$ cat src/rtl/div_result_fixup.sv
// div_result_fixup: result fix-up stage behind the combinational divide/modulo
// operator. It replaces divide-by-zero and signed-overflow results with defined
// values and sends one result per transaction through a 2-entry in-order
// valid/ready buffer. It also keeps two saturating exception counters.
//
// Ports:
//   clk, rst                 clock, synchronous active-high reset
//   in_valid/in_ready        upstream handshake (in_ready depends only on occupancy)
//   in_tc                    1 = two's-complement results, 0 = unsigned
//   in_a, in_b               operands seen by the operator
//   in_quotient_*/in_remainder_*  operator results (unsigned and signed)
//   out_valid/out_ready      downstream handshake for the head entry
//   out_quotient/out_remainder/out_div0/out_ovf  head entry payload
//   cnt_clr                  synchronous clear of both counters
//   div0_cnt, ovf_cnt        saturating exception counters
module div_result_fixup #(
  parameter int unsigned WIDTH = 8,
  parameter int unsigned CNT_W = 16
) (
  input  logic             clk,
  input  logic             rst,
  input  logic             in_valid,
  output logic             in_ready,
  input  logic             in_tc,
  input  logic [WIDTH-1:0] in_a,
  input  logic [WIDTH-1:0] in_b,
  input  logic [WIDTH-1:0] in_quotient_uns,
  input  logic [WIDTH-1:0] in_remainder_uns,
  input  logic [WIDTH-1:0] in_quotient_tc,
  input  logic [WIDTH-1:0] in_remainder_tc,
  output logic             out_valid,
  input  logic             out_ready,
  output logic [WIDTH-1:0] out_quotient,
  output logic [WIDTH-1:0] out_remainder,
  output logic             out_div0,
  output logic             out_ovf,
  input  logic             cnt_clr,
  output logic [CNT_W-1:0] div0_cnt,
  output logic [CNT_W-1:0] ovf_cnt
);

  localparam logic [WIDTH-1:0] MOST_NEG = {1'b1, {(WIDTH-1){1'b0}}};
  localparam logic [WIDTH-1:0] ALL_ONES = {WIDTH{1'b1}};
  localparam logic [CNT_W-1:0] CNT_MAX  = {CNT_W{1'b1}};

  // The head entry is held directly in the out_* registers. The tail entry is
  // used only while the buffer holds two entries.
  logic [1:0]       occ, occ_nxt;
  logic [WIDTH-1:0] tail_q, tail_q_nxt, tail_r, tail_r_nxt;
  logic             tail_div0, tail_div0_nxt, tail_ovf, tail_ovf_nxt;
  logic [WIDTH-1:0] head_q_nxt, head_r_nxt;
  logic             head_div0_nxt, head_ovf_nxt;
  logic [CNT_W-1:0] div0_cnt_nxt, ovf_cnt_nxt;

  logic             push_c, pop_c;
  logic             fix_div0_c, fix_ovf_c;
  logic [WIDTH-1:0] fix_q_c, fix_r_c;

  assign push_c = in_valid && in_ready;
  assign pop_c  = out_valid && out_ready;

  // Fix-up of the incoming operator results. div0 has priority, although it
  // cannot coincide with ovf because ovf requires in_b to be all ones.
  always_comb begin
    fix_div0_c = (in_b == '0);
    fix_ovf_c  = in_tc && (in_a == MOST_NEG) && (in_b == ALL_ONES);
    fix_q_c    = in_tc ? in_quotient_tc  : in_quotient_uns;
    fix_r_c    = in_tc ? in_remainder_tc : in_remainder_uns;
    if (fix_div0_c) begin
      fix_q_c = ALL_ONES;
      fix_r_c = in_a;
    end else if (fix_ovf_c) begin
      fix_q_c = in_a;
      fix_r_c = '0;
    end
  end

  // Next-state logic for buffer occupancy, head/tail entries and counters.
  always_comb begin
    occ_nxt       = occ;
    head_q_nxt    = out_quotient;
    head_r_nxt    = out_remainder;
    head_div0_nxt = out_div0;
    head_ovf_nxt  = out_ovf;
    tail_q_nxt    = tail_q;
    tail_r_nxt    = tail_r;
    tail_div0_nxt = tail_div0;
    tail_ovf_nxt  = tail_ovf;
    div0_cnt_nxt  = div0_cnt;
    ovf_cnt_nxt   = ovf_cnt;

    if (push_c && !pop_c) begin
      if (occ == 2'd0) begin
        head_q_nxt    = fix_q_c;
        head_r_nxt    = fix_r_c;
        head_div0_nxt = fix_div0_c;
        head_ovf_nxt  = fix_ovf_c;
      end else begin
        tail_q_nxt    = fix_q_c;
        tail_r_nxt    = fix_r_c;
        tail_div0_nxt = fix_div0_c;
        tail_ovf_nxt  = fix_ovf_c;
      end
      occ_nxt = occ + 2'd1;
    end else if (pop_c && !push_c) begin
      if (occ == 2'd2) begin
        head_q_nxt    = tail_q;
        head_r_nxt    = tail_r;
        head_div0_nxt = tail_div0;
        head_ovf_nxt  = tail_ovf;
      end
      occ_nxt = occ - 2'd1;
    end else if (push_c && pop_c) begin
      // Push and pop together are only possible with one entry, so the new
      // entry replaces the departing head.
      head_q_nxt    = fix_q_c;
      head_r_nxt    = fix_r_c;
      head_div0_nxt = fix_div0_c;
      head_ovf_nxt  = fix_ovf_c;
    end

    if (cnt_clr) begin
      div0_cnt_nxt = '0;
      ovf_cnt_nxt  = '0;
    end else begin
      if (push_c && fix_div0_c && (div0_cnt != CNT_MAX)) div0_cnt_nxt = div0_cnt + CNT_W'(1);
      if (push_c && fix_ovf_c  && (ovf_cnt  != CNT_MAX)) ovf_cnt_nxt  = ovf_cnt  + CNT_W'(1);
    end
  end

  // State registers. in_ready and out_valid are registered copies of the next
  // occupancy, so in_ready depends on occupancy alone.
  always_ff @(posedge clk) begin
    if (rst) begin
      occ           <= 2'd0;
      in_ready      <= 1'b1;
      out_valid     <= 1'b0;
      out_quotient  <= '0;
      out_remainder <= '0;
      out_div0      <= 1'b0;
      out_ovf       <= 1'b0;
      tail_q        <= '0;
      tail_r        <= '0;
      tail_div0     <= 1'b0;
      tail_ovf      <= 1'b0;
      div0_cnt      <= '0;
      ovf_cnt       <= '0;
    end else begin
      occ           <= occ_nxt;
      in_ready      <= (occ_nxt != 2'd2);
      out_valid     <= (occ_nxt != 2'd0);
      out_quotient  <= head_q_nxt;
      out_remainder <= head_r_nxt;
      out_div0      <= head_div0_nxt;
      out_ovf       <= head_ovf_nxt;
      tail_q        <= tail_q_nxt;
      tail_r        <= tail_r_nxt;
      tail_div0     <= tail_div0_nxt;
      tail_ovf      <= tail_ovf_nxt;
      div0_cnt      <= div0_cnt_nxt;
      ovf_cnt       <= ovf_cnt_nxt;
    end
  end

endmodule

$ cat config.mk
export PLATFORM = sky130hd
export DESIGN_NAME = div_result_fixup
export DESIGN_NICKNAME = d
export VERILOG_FILES = /design/src/rtl/div_result_fixup.sv
export SDC_FILE = /design/constraint.sdc
export NUM_CORES = 1
export LEC_CHECK = 0
export CORE_MARGIN = 2
export CORE_UTILIZATION = 43
export CTS_CLUSTER_DIAMETER = 150
export DETAILED_ROUTE_END_ITERATION = 12
export PLACE_DENSITY_LB_ADDON = 0.3
export SETUP_SLACK_MARGIN = 0.5
export SYNTH_ARGS = -nofsm -noshare
export SYNTH_HDL_FRONTEND = slang
export SYNTH_SLANG_ARGS = --single-unit
$ cat constraint.sdc
create_clock -name clk -period 2.2 [get_ports clk]
set_input_delay 0.44 -clock clk [delete_from_list [all_inputs] [get_ports clk]]
set_output_delay 0.44 -clock clk [all_outputs]
set_load 0.1 [all_outputs]
==> results.md, run 1 <==
* Iter 0 DRT Violations at ~220
* Setup Viol. Count Final at 0
* GRT Util Overall at a little over a quarter
* Worst-margin pin slew at roughly 460 ps
* H-tree Lvls at 3
* Final global-route overflow total at 0
* Yosys warning total at 0
* Cts hold-fix bufs at 0
* Main area contributors after synthesis: dfxtp_1 (39%), nor2_1 (6.3%), nand2_1 (4.6%)
* Max-cap check violation count at 0
* Vias in the first global route at about 4100
* Die Y at between 90 and 100 um
* Synthesized instance count at ~450
* Buffer and inverter count on the worst path at 1
* Final Max Tran Viols at 0
* Peak VDD IR at between 0.0007 and 0.0008 V
* Worst relative slew slack at between 60 and 70%
* Outcome: finished, final reports clean
* Hold Path Class: primary input to register
* Routed WL per cell at between 15 and 20 um
* Synth-to-layout area growth at 75.38%
* CP Data Required Time at ~2500 ps
* WHS Path Cells at 3
* Via density at between 5 and 6
* FF+latch count, synth at between 70 and 80
* Clock Path Buffers at 2
* Die Width at a little under 100 um
* Arr. time, crit path at between 2000 and 2500 ps
* Leakage at 2.451 nW
* Clk Tree Root Cell: clkbuf_8
* CP max stage cell: or4_4
* RSZ-0062 raised after global routing: true
* Most Frequent Cell on Critical Path: or4_4
* # nets final at ~690
* Remaining DRCs at 0
* Placement-stage cell area at 5336 um^2
* TritonCTS clock tree: done
* Multi-input gate area at about 2700 um^2
* Total core area at approximately 8000 um^2
* Ant diodes at 0
* Worst path depth at 6
* Worst skew pair latency at about 360 ps
* Crit path kind: primary input to register
* Layout cells sized above 1 at approximately half
* Sequential cell area fraction in the yosys report at between 30% and 40%
* Post-synth EDFFs at 0
* Setup Skew at around 8.4 ps
* Filler instances at 518
* Commonest cells in the netlist: dfxtp_1 (72), nor2_1 (61), nand2_1 (45), a21oi_1 (26), nand3_1 (25)
* CP max FO at 5
* Hold Vio Cnt, Final at 0
* Final wirelength at ~13 mm
* Fin area at about 6400 um^2
* Startpoint types: primary input
* Starting Density at 44.46%
* Reg2Reg Depth at 4
* Yosys top cell area share at 39.45%
* Worst Setup SP: in_a[2]
* Post-synth ARST share at 0%
* Hold path startpoint: in_a[0]
* Top delay family on crit path: simple AND/OR/NAND/NOR gates
* PwrDens at between 800 and 900 nW/um^2
* Period utilization at between 90% and 100%
* Yosys top cell by area: dfxtp_1
* I/O Buffers at about 110
* Predominant post-synthesis flop cell: dfxtp_1
* DRT Pass-1 Iters at 6
* Cts bufs inserted at 9
* Routed via count at 4407
* Layout Utilization at approximately 78%
* Initial antenna violation count at 0
* First-pass GRT wire length at approximately 19 mm
* Post-Syn Area at 3654 um^2
* DIE AREA at between 9000 and 10000 um^2
* Worst Setup End Kind: register
* Reg area at approximately 1500 um^2
* Routability congestion estimate at approximately 0.87
* Ports at ~110
* Largest net degree at the start of global routing at 30
* Worst stage delay on the critical path at 520 ps
* Row count at 33
* Count leader, synth: dfxtp_1
* Post-DRT Antenna Nets at 0
* Crit-path cells: buf_6 -> or2_1 -> or4_4 -> or4_4 -> or4_4 -> a21oi_2
* Worst r2r src: ovf_cnt[7]
* Clk sinks at just over 70
* Hold slack at approximately 420 ps
* Min cycle time layout at between 2000 and 2500 ps
* Post-synthesis net count at around 510
* DP HPWL at between 8 and 9 mm
* Clock Pin Slew Worst Setup and Hold Paths at about 80 ps
* Fmax at roughly 0.47 GHz
* Mean Syn Cell Area at between 8 and 9 um^2
* Count of different cell masters after synthesis at 48
## worst register-to-register path, cell delays in order (launching register included)
cell	delay [ps]
dfxtp_2	380
nand4_1	330
or4_4	680
or4_4	500
a21oi_2	140
## state kept, by name (all words and copies together) (netlist names)
register and flops:
tail_q 8, in_ready 1, occ 2, tail_r 8
div0_cnt 16, out_valid 1, out_remainder 8, out_ovf 1
out_quotient 8, ovf_cnt 16, out_div0 1, tail_div0 1
tail_ovf 1
## stage by stage
step,TNS [ps],total power [W],cells,setup WS (ps)
final,0,0.005130,743,77.61
after global routing,0,0.005336,743,54.01
after CTS,0,0.004974,725,13.38
after detailed placement,-14600,0.003834,693,-700.1
after global placement,-13150,0.003800,693,-672.1
after floorplan,-187.3,0.003195,448,-90.78
## final timing paths
path / to / slack [ps]
worst max-delay path: ovf_cnt[15] / 80
worst max register to register: ovf_cnt[15] / 100
worst min register to register: out_quotient[3] / 490
worst min-delay path: tail_r[0] / 420
## routing by layer
layer  global-route usage (%)  share of wire [%]  vias to the layer above
li1                         -                  -                     2041
met1                    32.08                 38                     2101
met2                    47.11                 52                      224
met3                    5.795                7.5                       41
met4                    9.881                2.5                        0
met5                        0                  0                        -
## repair_timing
item / CTS / global route
buffers inserted: 13 / 18
cloned: 3 / 0
pin swaps: 29 / 35
resized for setup: 80 / 97
endpoints found under the setup margin: 71 / 69
## logic make-up (layout without fill, tap and decap cells)
family,after synthesis,after routing,share of synthesized area (%)
buffers and inverters,33,222,3.459
flip-flops,72,72,39.45
AND/OR/NAND/NOR,203,204,27.16
multiplexers,17,17,5.137
adder cells (fa/ha/maj),4,4,1.370
AO/OA/AOI/OAI,104,104,19.83
XOR/XNOR,15,15,3.596
## report_power, final
| part | switching [W] | internal [W] |
|---|---|---|
| clock | 0.000544 | 0.000550 |
| combinational | 0.00160 | 0.000751 |
| sequential | 0.000158 | 0.00152 |
| total | 0.00231 | 0.00282 |
## area by class of cell
type | count | share of cell area, %
clock buffer | 11 | 2.714
clock inverter | 5 | 0.5272
sequential | 72 | 23.90
tap | 105 | 2.050
timing repair buffer | 199 | 27.55
inverter | 7 | 0.4101
multi-input combinational | 344 | 42.84
## cell usage in the layout (no fill, tap or decap), types with 7 or more instances in the layout
master	count
buf_6	23
xnor2_1	10
mux2_2	13
nand3_1	14
a21oi_2	11
o21ai_1	8
a22o_1	7
a21oi_1	10
a221oi_1	7
nand3_4	11
nor3_1	14
nand2_1	39
o21ai_0	9
nor2_1	58
buf_4	119
clkdlybuf4s50_1	35
dfxtp_1	38
dfxtp_2	15
clkbuf_8	9
nand4_1	10
dfxtp_4	19
a221oi_2	7
Power figures use the tool's default switching activity.
==> run 2, diff against run 1 <==
--- a/config.mk
+++ b/config.mk
@@ -5,7 +5,6 @@
 export SDC_FILE = /design/constraint.sdc
 export NUM_CORES = 1
 export LEC_CHECK = 0
-export CORE_MARGIN = 2
 export CORE_UTILIZATION = 43
 export CTS_CLUSTER_DIAMETER = 150
 export DETAILED_ROUTE_END_ITERATION = 12
==> run 2 against run 1 <==
Worst setup slack worse by 16 ps. Sequential share of layout area increased by 0.37 points. Register-to-register slack improved by 50 ps. Critical path type unchanged. Largest cell class unchanged.
==> results.md, run 2 (synthesis results as in run 1) <==
* CP max FO at 6
* Arr. time, crit path at between 2000 and 2500 ps
* Worst skew pair latency at 360 ps
* Fmax at approximately 0.47 GHz
* Hold slack at ~470 ps
* DP Worst Slack at -688.8 ps
* Period utilization at ~97%
* Peak VDD IR at 0.0006722 V
* Starting Density at 44.46%
* Final global-route overflow total at 0
* Worst r2r src: ovf_cnt[0]
* Reg2Reg Depth at 6
* Post-DRT Antenna Nets at 0
* DP Cell Count at a little under 700
* Iter 0 DRT Violations at between 200 and 300
* Worst stage delay on the critical path at roughly 520 ps
* Layout cells sized above 1 at 46.83%
* Reg-to-Reg End: ovf_cnt[11]
* Clk Tree Root Cell: clkbuf_8
* Fin area at 6309 um^2
* CP max stage cell: or4_4
* Vias in the first global route at about 4300
* Die Y at roughly 94 um
* Synth-to-layout area growth at 72.67%
* Row count at 33
* Leading cell type in the layout, fill and taps excluded: buf_4
* Setup Viol. Count Final at 0
* Crit path kind: primary input to register
* Setup Skew at roughly 14 ps
* H-tree Lvls at 3
* Setup TNS at 0 ps
* GRT Util Overall at 29.07%
* Startpoint types: primary input
* TritonCTS clock tree: done
* Clock Pin Slew Worst Setup and Hold Paths at 80 ps
* DRT Pass-1 Iters at 6
* Worst relative slew slack at between 60 and 70%
* Reg area at around 1500 um^2
* PwrDens at ~830 nW/um^2
* Most frequent cells in the layout: buf_4 (110), nor2_1 (58), nand2_1 (43)
* Most Frequent Cell on Critical Path: or4_4
* Ant diodes at 0
* Clk sinks at 72
* DIE AREA at slightly below 9000 um^2
* Critical Path End: ovf_cnt[13]
* Hold Vio Cnt, Final at 0
* Biggest regs: div0_cnt: 16 flops, ovf_cnt: 16 flops
* Clock Path Buffers at 2
* Filler instances at around 530
* Multi-input gate area at roughly 2700 um^2
* Worst Setup SP: in_a[2]
* Worst Setup End Kind: register
* CP Data Required Time at ~2500 ps
* Final Max Tran Viols at 0
* Finished Layout Cells at roughly 740
* Initial antenna violation count at 0
* First-pass GRT wire length at about 20 mm
* Final wirelength at 13.73 mm
* DP HPWL at ~8.4 mm
* Min cycle time layout at ~2100 ps
* Routability congestion estimate at 0.8296
* Cts bufs inserted at 9
* Worst-margin pin slew at 474.3 ps
* Largest net degree at the start of global routing at 34
* Outcome: finished, final reports clean
* Final worst slack at roughly 62 ps
* Routed via count at 4420
* Remaining DRCs at 0
* Total core area at between 8000 and 9000 um^2
* Placement-stage cell area at about 5300 um^2
* Leakage at ~2.4 nW
* RSZ-0062 raised after global routing: true
* Ports at between 100 and 150
* Hold Path Class: register to register
* Crit-path cells: buf_6 -> or2_4 -> or4_4 -> or4_4 -> or4_4 -> a21oi_2
* Routed WL per cell at approximately 19 um
* Cts hold-fix bufs at 0
* Die Width at roughly 94 um
* I/O Buffers at approximately 110
* Via density at 6.014
* Reg2Reg Setup Slack at ~150 ps
* Max-cap check violation count at 0
* # nets final at around 680
run 2: cell count changes in the layout (fill, tap and decap cells not counted), sizes merged:
cell,delta
inv,+1
clkinv,-2
buf,-11
clkdlybuf4s15,-1
clkbuf,+5
bufinv,+1
nand3,-1
run 2: stage by stage:
stage | power, W | utilization [%]
final | 0.005262 | 76.78
after global routing | 0.005457 | 76.78
after CTS | 0.005095 | 73.17
after detailed placement | 0.003837 | 65.07
after global placement | 0.003776 | 65.07
after floorplan | 0.003195 | -
run 2: power by group:
part	leakage, nW	switching (W)	internal (W)
registers	0.608	0.000166	0.00152
logic	1.69	0.00165	0.000746
clock network	0.116	0.000549	0.000631
run 2: critical path: cells and delay by family:
kind                   cells  cell delay (ps)
AND/OR/NAND/NOR            4             1750
AO/OA/AOI/OAI              1              120
buffers and inverters      1               90
run 2: how the worst min path moves through the flow:
stage               startpoint              end  slack (ps)  depth (start not counted)
2_1_floorplan         tail_ovf         tail_ovf         450                          2
3_3_place_gp   out_quotient[7]  out_quotient[7]         450                          2
6_report       out_quotient[7]  out_quotient[7]         470                          2
4_1_cts        out_quotient[7]  out_quotient[7]         460                          2
3_5_place_dp   out_quotient[7]  out_quotient[7]         450                          2
5_1_grt        out_quotient[7]  out_quotient[7]         490                          2
run 2: metal layers:
metal / global-route usage [%] / wire length [um]
met5: 0 / 0
met4: 15.13 / 465
met3: 5.744 / 979
met2: 50.79 / 6968
met1: 33.17 / 5315
run 2: repair_timing:
action | in CTS | in global routing
setup endpoints to repair | 71 | 70
buffers inserted | 19 | 7
cloned | 2 | 0
gates resized for setup | 93 | 69
pin swaps | 29 | 26
run 2: final cells by class:
| class | instances | share of cell area (%) |
|---|---|---|
| Timing Repair Buffer | 192 | 27.49 |
| Clock inverter | 5 | 0.9322 |
| Multi-Input combinational cell | 343 | 42.23 |
| Tap cell | 105 | 2.083 |
| Sequential cell | 72 | 24.28 |
| Clock buffer | 11 | 2.578 |
| Inverter | 7 | 0.4165 |
